===== src/rtl/display_pkg.sv =====
// display_pkg: shared types and helpers for the multiplexed display scanner
package display_pkg;

    typedef enum logic {BLANK, ON} scan_state_t;

    function automatic int idx_w(input int n);
        return (n > 1) ? $clog2(n) : 1;
    endfunction

endpackage


===== src/rtl/lz_blank_gen.sv =====
// lz_blank_gen: per-digit effective blank from shadow mask plus leading-zero suppression
module lz_blank_gen #(
    parameter int N_DIGITS = 4,
    parameter int DIGIT_W  = 4
) (
    input  logic [N_DIGITS*DIGIT_W-1:0] digits,
    input  logic [N_DIGITS-1:0]         mask,
    input  logic                        lz_suppress,
    output logic [N_DIGITS-1:0]         blank
);

    logic all_zero;

    // walk from the most significant digit down; digit 0 is never suppressed
    always_comb begin
        all_zero = 1'b1;
        blank    = mask;
        for (int k = N_DIGITS - 1; k >= 0; k--) begin
            all_zero = all_zero & (digits[k*DIGIT_W +: DIGIT_W] == '0);
            if (k > 0 && lz_suppress && all_zero)
                blank[k] = 1'b1;
        end
    end

endmodule


===== src/rtl/digit_scan_mux.sv =====
// digit_scan_mux: time-multiplexed digit scanner with dead-time and frame-synchronous shadow load
module digit_scan_mux
    import display_pkg::*;
#(
    parameter int N_DIGITS    = 4,
    parameter int DIGIT_W     = 4,
    parameter int REFRESH_DIV = 100000,
    parameter int DEAD_CYCLES = 1000
) (
    input  logic                         clk,
    input  logic                         rst,
    input  logic                         en,
    input  logic [N_DIGITS*DIGIT_W-1:0]  digits_in,
    input  logic [N_DIGITS-1:0]          blank_mask,
    input  logic                         lz_suppress,
    output logic [N_DIGITS-1:0]          an_n,
    output logic [DIGIT_W-1:0]           digit_out,
    output logic [$clog2(N_DIGITS)-1:0]  digit_idx,
    output logic                         frame_tick
);

    localparam int IW = idx_w(N_DIGITS);
    localparam int CW = $clog2(REFRESH_DIV);
    localparam logic [CW-1:0]       CNT_LAST = CW'(REFRESH_DIV - 1);
    localparam logic [CW-1:0]       CNT_DEAD = CW'(DEAD_CYCLES);
    localparam logic [IW-1:0]       IDX_LAST = IW'(N_DIGITS - 1);
    localparam logic [N_DIGITS-1:0] AN_ONE   = N_DIGITS'(1);

    logic [CW-1:0]                cnt, cnt_n;
    logic [IW-1:0]                idx, idx_n;
    scan_state_t                  state, state_n;
    logic [N_DIGITS*DIGIT_W-1:0]  shadow, shadow_n;
    logic [N_DIGITS-1:0]          smask, smask_n, eff_blank;
    logic                         slot_end, frame_end;

    // outputs are registered from next-state values so they line up with cnt/idx/state
    always_comb begin
        slot_end  = en && cnt == CNT_LAST;
        frame_end = slot_end && idx == IDX_LAST;
        cnt_n     = !en ? cnt : slot_end ? '0 : cnt + 1'b1;
        idx_n     = !slot_end ? idx : frame_end ? '0 : idx + 1'b1;
        state_n   = !en ? state : cnt_n == CNT_DEAD ? ON : slot_end ? BLANK : state;
        shadow_n  = frame_end ? digits_in : shadow;
        smask_n   = frame_end ? blank_mask : smask;
    end

    lz_blank_gen #(
        .N_DIGITS (N_DIGITS),
        .DIGIT_W  (DIGIT_W)
    ) u_lz_blank_gen (
        .digits      (shadow_n),
        .mask        (smask_n),
        .lz_suppress (lz_suppress),
        .blank       (eff_blank)
    );

    always_ff @(posedge clk or posedge rst) begin
        if (rst) begin
            cnt        <= '0;
            idx        <= '0;
            state      <= BLANK;
            shadow     <= '0;
            smask      <= '1;
            an_n       <= '1;
            digit_out  <= '0;
            digit_idx  <= '0;
            frame_tick <= 1'b0;
        end else begin
            cnt        <= cnt_n;
            idx        <= idx_n;
            state      <= state_n;
            shadow     <= shadow_n;
            smask      <= smask_n;
            frame_tick <= frame_end;
            if (en) begin
                an_n      <= (state_n == ON && !eff_blank[idx_n]) ? ~(AN_ONE << idx_n) : '1;
                digit_out <= shadow_n[idx_n*DIGIT_W +: DIGIT_W];
                digit_idx <= idx_n;
            end
        end
    end

endmodule


===== config.mk =====
export PLATFORM = sky130hd
export DESIGN_NAME = digit_scan_mux
export DESIGN_NICKNAME = d
export VERILOG_FILES = /design/src/rtl/display_pkg.sv /design/src/rtl/lz_blank_gen.sv /design/src/rtl/digit_scan_mux.sv
export SDC_FILE = /design/constraint.sdc
export NUM_CORES = 1
export LEC_CHECK = 0
export CORE_MARGIN = 2
export CORE_UTILIZATION = 30
export CTS_BUF_LIST = sky130_fd_sc_hd__clkbuf_16
export CTS_CLUSTER_DIAMETER = 200
export DETAILED_ROUTE_END_ITERATION = 12
export PLACE_DENSITY = 0.53
export REMOVE_ABC_BUFFERS = 1
export SLEW_MARGIN = 20
export SYNTH_ARGS = -nofsm -noshare
export SYNTH_HDL_FRONTEND = slang
export SYNTH_HIERARCHICAL = 1
export SYNTH_SLANG_ARGS = --single-unit

===== constraint.sdc =====
create_clock -name clk -period 3.3 [get_ports clk]
set_input_delay 0.825 -clock clk [delete_from_list [all_inputs] [get_ports clk]]
set_output_delay 0.825 -clock clk [all_outputs]
set_load 0.03 [all_outputs]

Word-level counts from Yosys, hierarchy flattened
Index checks and enable logic that the tools add are counted.
Operators by class
  eq/ne operators: 3
  multiplexer cells: 15
  order comparisons: 1
  bitwise gates (word level): 3
  reduce and logical (&&, ||, !) cells: 10
  divide/modulo/power cells: 0
  multipliers: 0
  add/subtract/negate cells: 2
  shift operators: 2
Operators by type and width (count)
  two-way mux 17 bit: 2
  adder 17 x 1 -> 17 bit (second input constant): 1
  == test 17 x 10 -> 1 bit (second input constant): 1
  == test 17 bit (second input constant): 1
  two-way mux 16 bit: 1
  indexed part select 16 x 5 -> 4 bit: 1
  logical NOT 4 bit: 3
  two-way mux 4 bit: 2
  two-way mux 1 bit: 7
  logical AND 1 bit: 6
  two-way mux 2 bit: 2
  NOT 4 bit: 1
  << shifter 1 x 2 -> 4 bit (first input constant): 1
  less-than comparator 2 x 3 -> 1 bit (second input constant): 1
  adder 2 x 1 -> 2 bit (second input constant): 1
  AND 1 bit: 2
  binary-select mux 1 bit (select 2 bit): 1
  == test 2 bit (second input constant): 1
  logical NOT 1 bit: 1
Storage, ports and cells
  latch bits: 0
  bits in registers: 51
  output and inout port bits: 11
  memories kept: 0
  bits in writable memories: 0
  bits of input ports: 24
  memory bits (read-only): 0

Logic depth before layout (Yosys ltp)
  depth after elaboration: 14
  mapped depth: 11
  mapped depth without buffers: 10

Cells and area by module
The synthesis kept the hierarchy.
By module, submodules not included
  digit_scan_mux: area each 2643.8 um2, times used 1, cells an instance 245
  lz_blank_gen: area each 68.8 um2, times used 1, cells an instance 8

Least setup slack after synthesis
Ideal clock, no wire load.
  path type: input to register
  start point: input en
  end point: register an_n[1]
  stages on the path: 10
  path buffers: 1
  data required time: 3223 ps
  slack: 357 ps
  data arrival time: 2866 ps
  library setup time: 77 ps
  cells stage by stage: nand4_4 nor4_4 nand3_1 clkbuf_1 mux2_2 nand2b_1 nor4_2 a31o_1 nor2_1 a31oi_1
Between the ends
  word-level cells in the longest chain between the ends: 13
  elaborated cells between the ends (all ways): 30
RTL lines
  start, declared: line digit_scan_mux.sv:12  | input logic en,
  logical AND 1 bit: line digit_scan_mux.sv:38  | slot_end = en && cnt == CNT_LAST;
  logical AND 1 bit: line digit_scan_mux.sv:39  | frame_end = slot_end && idx == IDX_LAST;
  two-way mux 16 bit: line digit_scan_mux.sv:43  | shadow_n = frame_end ? digits_in : shadow;
  via shadow_n[12]: line digit_scan_mux.sv:32  | logic [N_DIGITS*DIGIT_W-1:0] shadow, shadow_n;
  logical NOT 4 bit: line lz_blank_gen.sv:19  | all_zero = all_zero & (digits[k*DIGIT_W +: DIGIT_W] == '0);
  AND 1 bit (2 in series): line lz_blank_gen.sv:19
  logical AND 1 bit: line lz_blank_gen.sv:20  | if (k > 0 && lz_suppress && all_zero)
  two-way mux 1 bit: line lz_blank_gen.sv:20
  via eff_blank[1]: line digit_scan_mux.sv:33  | logic [N_DIGITS-1:0] smask, smask_n, eff_blank;
  binary-select mux 1 bit (select 2 bit): line digit_scan_mux.sv:76  | an_n <= (state_n == ON && !eff_blank[idx_n]) ? ~(AN_ONE << idx_n) : '1;
  two-way mux 1 bit (not written as such): line digit_scan_mux.sv:76
  logical NOT 1 bit: line digit_scan_mux.sv:76
  logical AND 1 bit: line digit_scan_mux.sv:76
  two-way mux 4 bit: line digit_scan_mux.sv:76
  end signal, assigned: line digit_scan_mux.sv:76
  end, declared: line digit_scan_mux.sv:16  | output logic [N_DIGITS-1:0] an_n,
The timed path passes the listed nets, and every way through them passes these cells. The select of a mux whose other input is x is not followed.
A chain may end at the register's enable or synchronous reset.

Worst setup path after layout
  start point: input en
  end point: register an_n[0]
Between the ends
  elaborated cells between the ends (all ways): 30
RTL lines
  logical AND 1 bit: line digit_scan_mux.sv:38
  two-way mux 17 bit: line digit_scan_mux.sv:40  | cnt_n = !en ? cnt : slot_end ? '0 : cnt + 1'b1;
  two-way mux 17 bit *: line digit_scan_mux.sv:40
  via cnt_n[13]: line digit_scan_mux.sv:29  | logic [CW-1:0] cnt, cnt_n;
  == test 17 x 10 -> 1 bit *: line digit_scan_mux.sv:42  | state_n = !en ? state : cnt_n == CNT_DEAD ? ON : slot_end ? BLANK : state;
  two-way mux 1 bit * (2 in series): line digit_scan_mux.sv:42
  via state_n: line digit_scan_mux.sv:31  | scan_state_t state, state_n;
  logical AND 1 bit *: line digit_scan_mux.sv:76
  two-way mux 4 bit *: line digit_scan_mux.sv:76
Mark *: on every way through the listed nets, which the timed path passes. The rest lies on a longest branch. The select of a mux whose other input is x is not followed.

==> flow_summary.ini <==
[pwr]
ir_drop_mv = 0.240
leakagePower_uw = 0.00152
powerDensity_mw_per_mm2 = 438

[routing]
drtPass1Iterations = 4
wl_per_cell_microns = 16.0
drc_errors = 0
ant_nets = 0
vias_per_cell = 5.13
vias = 2100
drtIter0Drc = 182
wl_mm = 6.56

[grt]
grt_pass1_wl_mm = 10.9
grt_overflow_total = 0
first_global_vias = 2093
grt_max_degree = 25
antenna_found_initial = 0
grt_usage = 0.140

[floorplan]
die_area_sq_mm = 0.00982
placementRows = 34
die_y_microns = 99.1
start_util = 0.310
core_area_sq_mm = 0.00876
ios = 35
die_x_microns = 99.1

[sta]
slew_headroom = 0.681
whs_ns = 0.496
finalHoldViolCount = 0
slew_violations = 0
fin_crit_ns = 3.10
min_period_over_period = 0.939
rsz0062_at_grt = false
finalClockSkew_ns = 0.00883
tightestPinTransition_ns = 0.466
setup_violations = 0
max_freq_mhz = 323

[yosys]
seq_area_frac_synth = 0.474
yosys_register_bits = 51
synth_cells = 253
ys.flop_type = dfrtp_1
synth_edf_count = 0
async_reset_ff_frac = 1.00
synth_warnings = 6
synth_cell_type_count = 52
mappedNetlistArea_sq_mm = 0.00271
synth.avg_cell_area_sq_um = 10.7

[cts]
clkSinkCount = 51
postCtsSetupRepairBufs = 0
clock_path_buffers = 2
clockRootBuffer = clkbuf_16
htreeDepth = 2
cts_tree = yes
cts_resized = 0
cts.hold.buffers_added = 0
clk_latency_ns = 0.29
clk_pin_slew_worst_paths_ns = 0.07
cts_buffers = 5

[setup_path]
crit_required_ns = 3.51
criticalPathCategory = in -> reg
critPathMaxFanout = 24
setup.worst_path.end_class = register
cp-start-kind = primary input
arrival_ns = 3.31

[cells_and_area]
post-route-cell-area_sq_mm = 0.00341
syn_to_final_growth_pct = 25.7
final_cells = 409
drive_above_1_share = 0.229
layout.nets = 326
antenna_cells = 0

[min_path]
hold_path_class = reg -> reg

[placement]
numPortBuffers = 34
place_congestion = 0.805
dpl.hpwl_mm = 4.90
dp_cells = 401
placed_cell_area_sq_mm = 0.00327

[status]
status = completed

[run]
maxCapViolCount = 0
-- state kept, by name, indices dropped and copies added, names as in the netlist --
name	count
cnt	17
shadow	16
an_n	4
digit_out	4
smask	4
digit_idx	2
idx	2
frame_tick	1
state	1
-- layout by cell type (no fill, tap or decap), types with 3 or more instances in the layout --
cell             count
a21oi_1              7
a31oi_1              3
and2_1               5
buf_4               17
clkbuf_16            5
clkdlybuf4s50_1     34
dfrtp_1             43
dfstp_2              8
inv_1               12
mux2_2              20
mux2i_1              7
nand2_1             17
nand3_1              8
nand4_1              4
nor2_1              24
nor3_1               7
nor4_1               7
nor4_4               3
o2111ai_1            3
o21ai_0              8
o221ai_1             4
or2_2                3
xnor2_1              8
xor2_1               7
-- Yosys cell counts (8+ instances only) --
library cell	instances	share of area
dfrtp_1	43	0.40
nand2_1	17	0.024
inv_1	13	0.018
mux2_2	20	0.083
dfstp_2	8	0.077
xnor2_1	8	0.026
nor2_1	24	0.033
o21ai_0	8	0.015
nand3_1	8	0.015
-- path summary, 6_finish.rpt --
| path | startpoint | end | slack [ns] | cells past startpoint |
|---|---|---|---|---|
| setup / recovery | en | an_n[0] | 0.20 | 8 |
| hold / removal | an_n[3] | an_n[3] | 0.50 | 2 |
| setup reg to reg | cnt[5] | an_n[1] | 0.54 | 10 |
| hold reg to reg | an_n[3] | an_n[3] | 0.50 | 2 |
| max in group asynchronous | rst | smask[2] | 1.86 | 3 |
| min in group asynchronous | rst | cnt[14] | 0.81 | 2 |
-- layer usage --
layer / wire (microns) / share of wire / vias up / GRT usage
met5: 0 / 0 / - / 0
met4: 72 / 0.011 / 0 / 0.0411
met3: 333 / 0.051 / 4 / 0.0190
met2: 2970 / 0.45 / 55 / 0.207
met1: 3180 / 0.49 / 1037 / 0.214
li1: - / - / 1004 / -
-- stage by stage --
step           utilization  power (uW)  setup slack, ns  setup TNS, ns
3_3_place_gp         0.373         990           -0.122         -0.373
6_report             0.389        1500            0.201              0
3_5_place_dp         0.373         991           -0.110         -0.358
4_1_cts              0.389        1510            0.182              0
2_1_floorplan            -         896           0.0635              0
5_1_grt              0.389        1570           0.0372              0
-- cell families (layout without fill, tap and decap cells) --
logic type / count (synthesis) / count (layout) / share of synthesized area
AND/OR/NAND/NOR: 91 / 91 / 0.206
flip-flops: 51 / 51 / 0.474
AO/OA/AOI/OAI: 43 / 43 / 0.118
multiplexers: 27 / 27 / 0.109
buffers and inverters: 24 / 72 / 0.0355
XOR/XNOR: 15 / 15 / 0.0484
adder cells (fa/ha/maj): 2 / 2 / 0.00922
-- power breakdown --
part	switching, uW	total [uW]	internal (uW)	leakage, uW
logic	118	233	115	0.000789
registers	79.2	743	664	0.000656
clock network	239	519	281	0.0000716
total	435	1500	1060	0.00152
-- area by class of cell --
type                            instances  area [sq um]
Sequential cell                        51          1290
Clock inverter                          3          17.5
Timing Repair Buffer                   51           468
Tap cell                              108           135
Fill cell                             853          5350
Inverter                               13          48.8
Multi-Input combinational cell        178          1330
Clock buffer                            5           125
-- critical path, cell delays in order --
cell             delay [ns]
clkdlybuf4s50_1        0.56
buf_4                  0.32
nand4_2                0.16
nor4_1                 0.35
xor2_1                 0.15
or4b_4                 0.56
o21ai_4                0.23
a41oi_2                0.14
No activity file was read; power rests on OpenSTA's default activity.
==> patch: new RTL, same settings <==
`DIGIT_W` is set to 4 in 2 places; all go to 6.
--- a/src/rtl/lz_blank_gen.sv
+++ b/src/rtl/lz_blank_gen.sv
@@ -2,5 +2,5 @@
 module lz_blank_gen #(
     parameter int N_DIGITS = 4,
-    parameter int DIGIT_W  = 4
+    parameter int DIGIT_W  = 6
 ) (
     input  logic [N_DIGITS*DIGIT_W-1:0] digits,
--- a/src/rtl/digit_scan_mux.sv
+++ b/src/rtl/digit_scan_mux.sv
@@ -4,5 +4,5 @@
 #(
     parameter int N_DIGITS    = 4,
-    parameter int DIGIT_W     = 4,
+    parameter int DIGIT_W     = 6,
     parameter int REFRESH_DIV = 100000,
     parameter int DEAD_CYCLES = 1000
Interface: changed (resized digit_out and digits_in); port bits go from 35 to 45. The function was not compared with the original's and may differ.
==> patch against the unedited design <==
- global-route usage increased by 1.2 points
- final area increased by 27%
- area after synthesis increased by 13%
- setup slack improved by 0.036 ns
- routed wire length increased by 22%
- core utilization increased by 5.1 points
- count of clock-buffer cells in the layout increased by 4
- hold slack got worse by 0.0075 ns
- first-iteration DRC count decreased by 58%
- total power increased by 36%
- critical path type is now reg -> reg
- sequential cell count increased by 10
==> patch: results (changes against the unedited design) <==
Power and ir drop
  • P_leak: 0.00196 uW (+29%)
  • Max VDD drop: 286 uV (+19%)

Clocking
  • TritonCTS Buffers: 9 (+4)
  • Clock latency on the worst-skew pair: 0.32 ns (+0.03 ns)
  • Clk pin slew, worst setup/hold paths: 0.05 ns (-0.02 ns)
  • Postcts setup bufs: 4 (+4)
  • Post_cts resized: 6 (+6)
  • H-Tree Depth: 3 (+1)

Synth
  • Cell count after synthesis: 259 (+2.4%)
  • Largest cells by area after synthesis: dfrtp_1 (43%), mux2_2 (11%), dfstp_2 (6.9%)
  • Sequential area share after synthesis: 50.3% (+2.9 points)
  • Top post-synthesis cells by count: dfrtp_1 (53), mux2_2 (30), nor2_1 (25)
  • Count of cell types in the netlist: 50 (-3.8%)

Placed design
  • Placed Instances: 465 (+16%)
  • RD Place Congestion: 0.793 (-1.4%)
  • Port Buffer Count: 44 (+29%)
  • Area post-placement: 3900 um^2 (+19%)
  • DP HPWL: 5590 um (+14%)

Detailed routing
  • Total Wirelength: 8040 um (+22%)
  • DR iter-0 viols: 76 (-58%)
  • Met1 wire length: 3590 um (+13%)
  • Met3 wire length: 482 um (+45%)
  • DR vias/cell: 4.85 (-5.6%)
  • Detail Route met2 WL: 3880 um (+30%)

GRT
  • GR Util met2: 24.9% (+4.2 points)
  • First-pass GRT wire length: 13000 um (+19%)
  • Vias in the first global route: 2448 (+17%)
  • Met1 usage: 20.1% (-1.3 points)
  • Met3 Track Usage GR: 3.87% (+2.0 points)

Final layout
  • Layout cell share with drive strength beyond 1: 34.6% (+12 points)
  • Fillers: 974 (+14%)
  • Nets@finish: 387 (+19%)

Outcome
  • Run status: finished, final reports clean

Timing
  • Final Skew: 0.00790 ns (-0.000935 ns)
  • Worst Tran Pin Value: 0.466 ns (-0.000264 ns)

Worst setup path
  • Peak fanout along the critical path: 7 (-71%)
  • Delay-heaviest family, CP: simple AND/OR/NAND/NOR gates
  • CP max stage delay: 0.41 ns (-0.15 ns)
  • Worst endpoint data arrival time: 3.31 ns (about the same)
  • Reg2Reg Setup Slack: 0.24 ns (-0.30 ns)
[patch: path summary, 6_finish.rpt]
| kind | start | to | cells past startpoint |
|---|---|---|---|
| hold / removal | digit_idx[1] | digit_idx[1] | 1 |
| hold reg to reg | digit_idx[1] | digit_idx[1] | 1 |
| setup reg to reg | cnt[1] | an_n[0] | 13 |
| min in group asynchronous | rst | shadow[20] | 2 |
| setup / recovery | cnt[1] | an_n[0] | 13 |
| max in group asynchronous | rst | smask[2] | 3 |
[patch: area by class of cell]
class | instances | area [um^2] | area share, %
flip-flops and latches | 61 | 1540 | 35.5
multi-input cells | 183 | 1470 | 34.0
repair buffers | 93 | 828 | 19.2
clock buffers | 9 | 225 | 5.21
well taps | 133 | 166 | 3.85
clock inverters | 5 | 77.6 | 1.79
inverters | 5 | 20.0 | 0.463
[patch: cell families (layout without fill, tap and decap cells)]
kind of cell | count (synthesis) | count (layout) | synth area share [%]
compound gates | 35 | 35 | 8.48
xor+xnor | 19 | 19 | 5.45
fa+ha+maj | 2 | 2 | 0.820
buf+inv | 16 | 112 | 3.07
flops | 61 | 61 | 50.3
mux | 36 | 36 | 13.6
simple gates | 90 | 91 | 18.3
[patch: power breakdown]
part / switching, uW / leakage (uW) / internal (uW)
registers: 57.8 / 0.000804 / 786
clock network: 326 / 0.000149 / 649
logic: 102 / 0.00100 / 119
total: 486 / 0.00196 / 1550
[patch: metrics by stage]
stage               setup WS [ns]  power [uW]  hold slack [ns]
global route              -0.0443        2120            0.503
CTS                         0.135        2040            0.495
floorplan                   0.180         940            0.465
global placement           -0.506        1060            0.465
finish                      0.236        2040            0.489
detailed placement         -0.607        1060            0.482
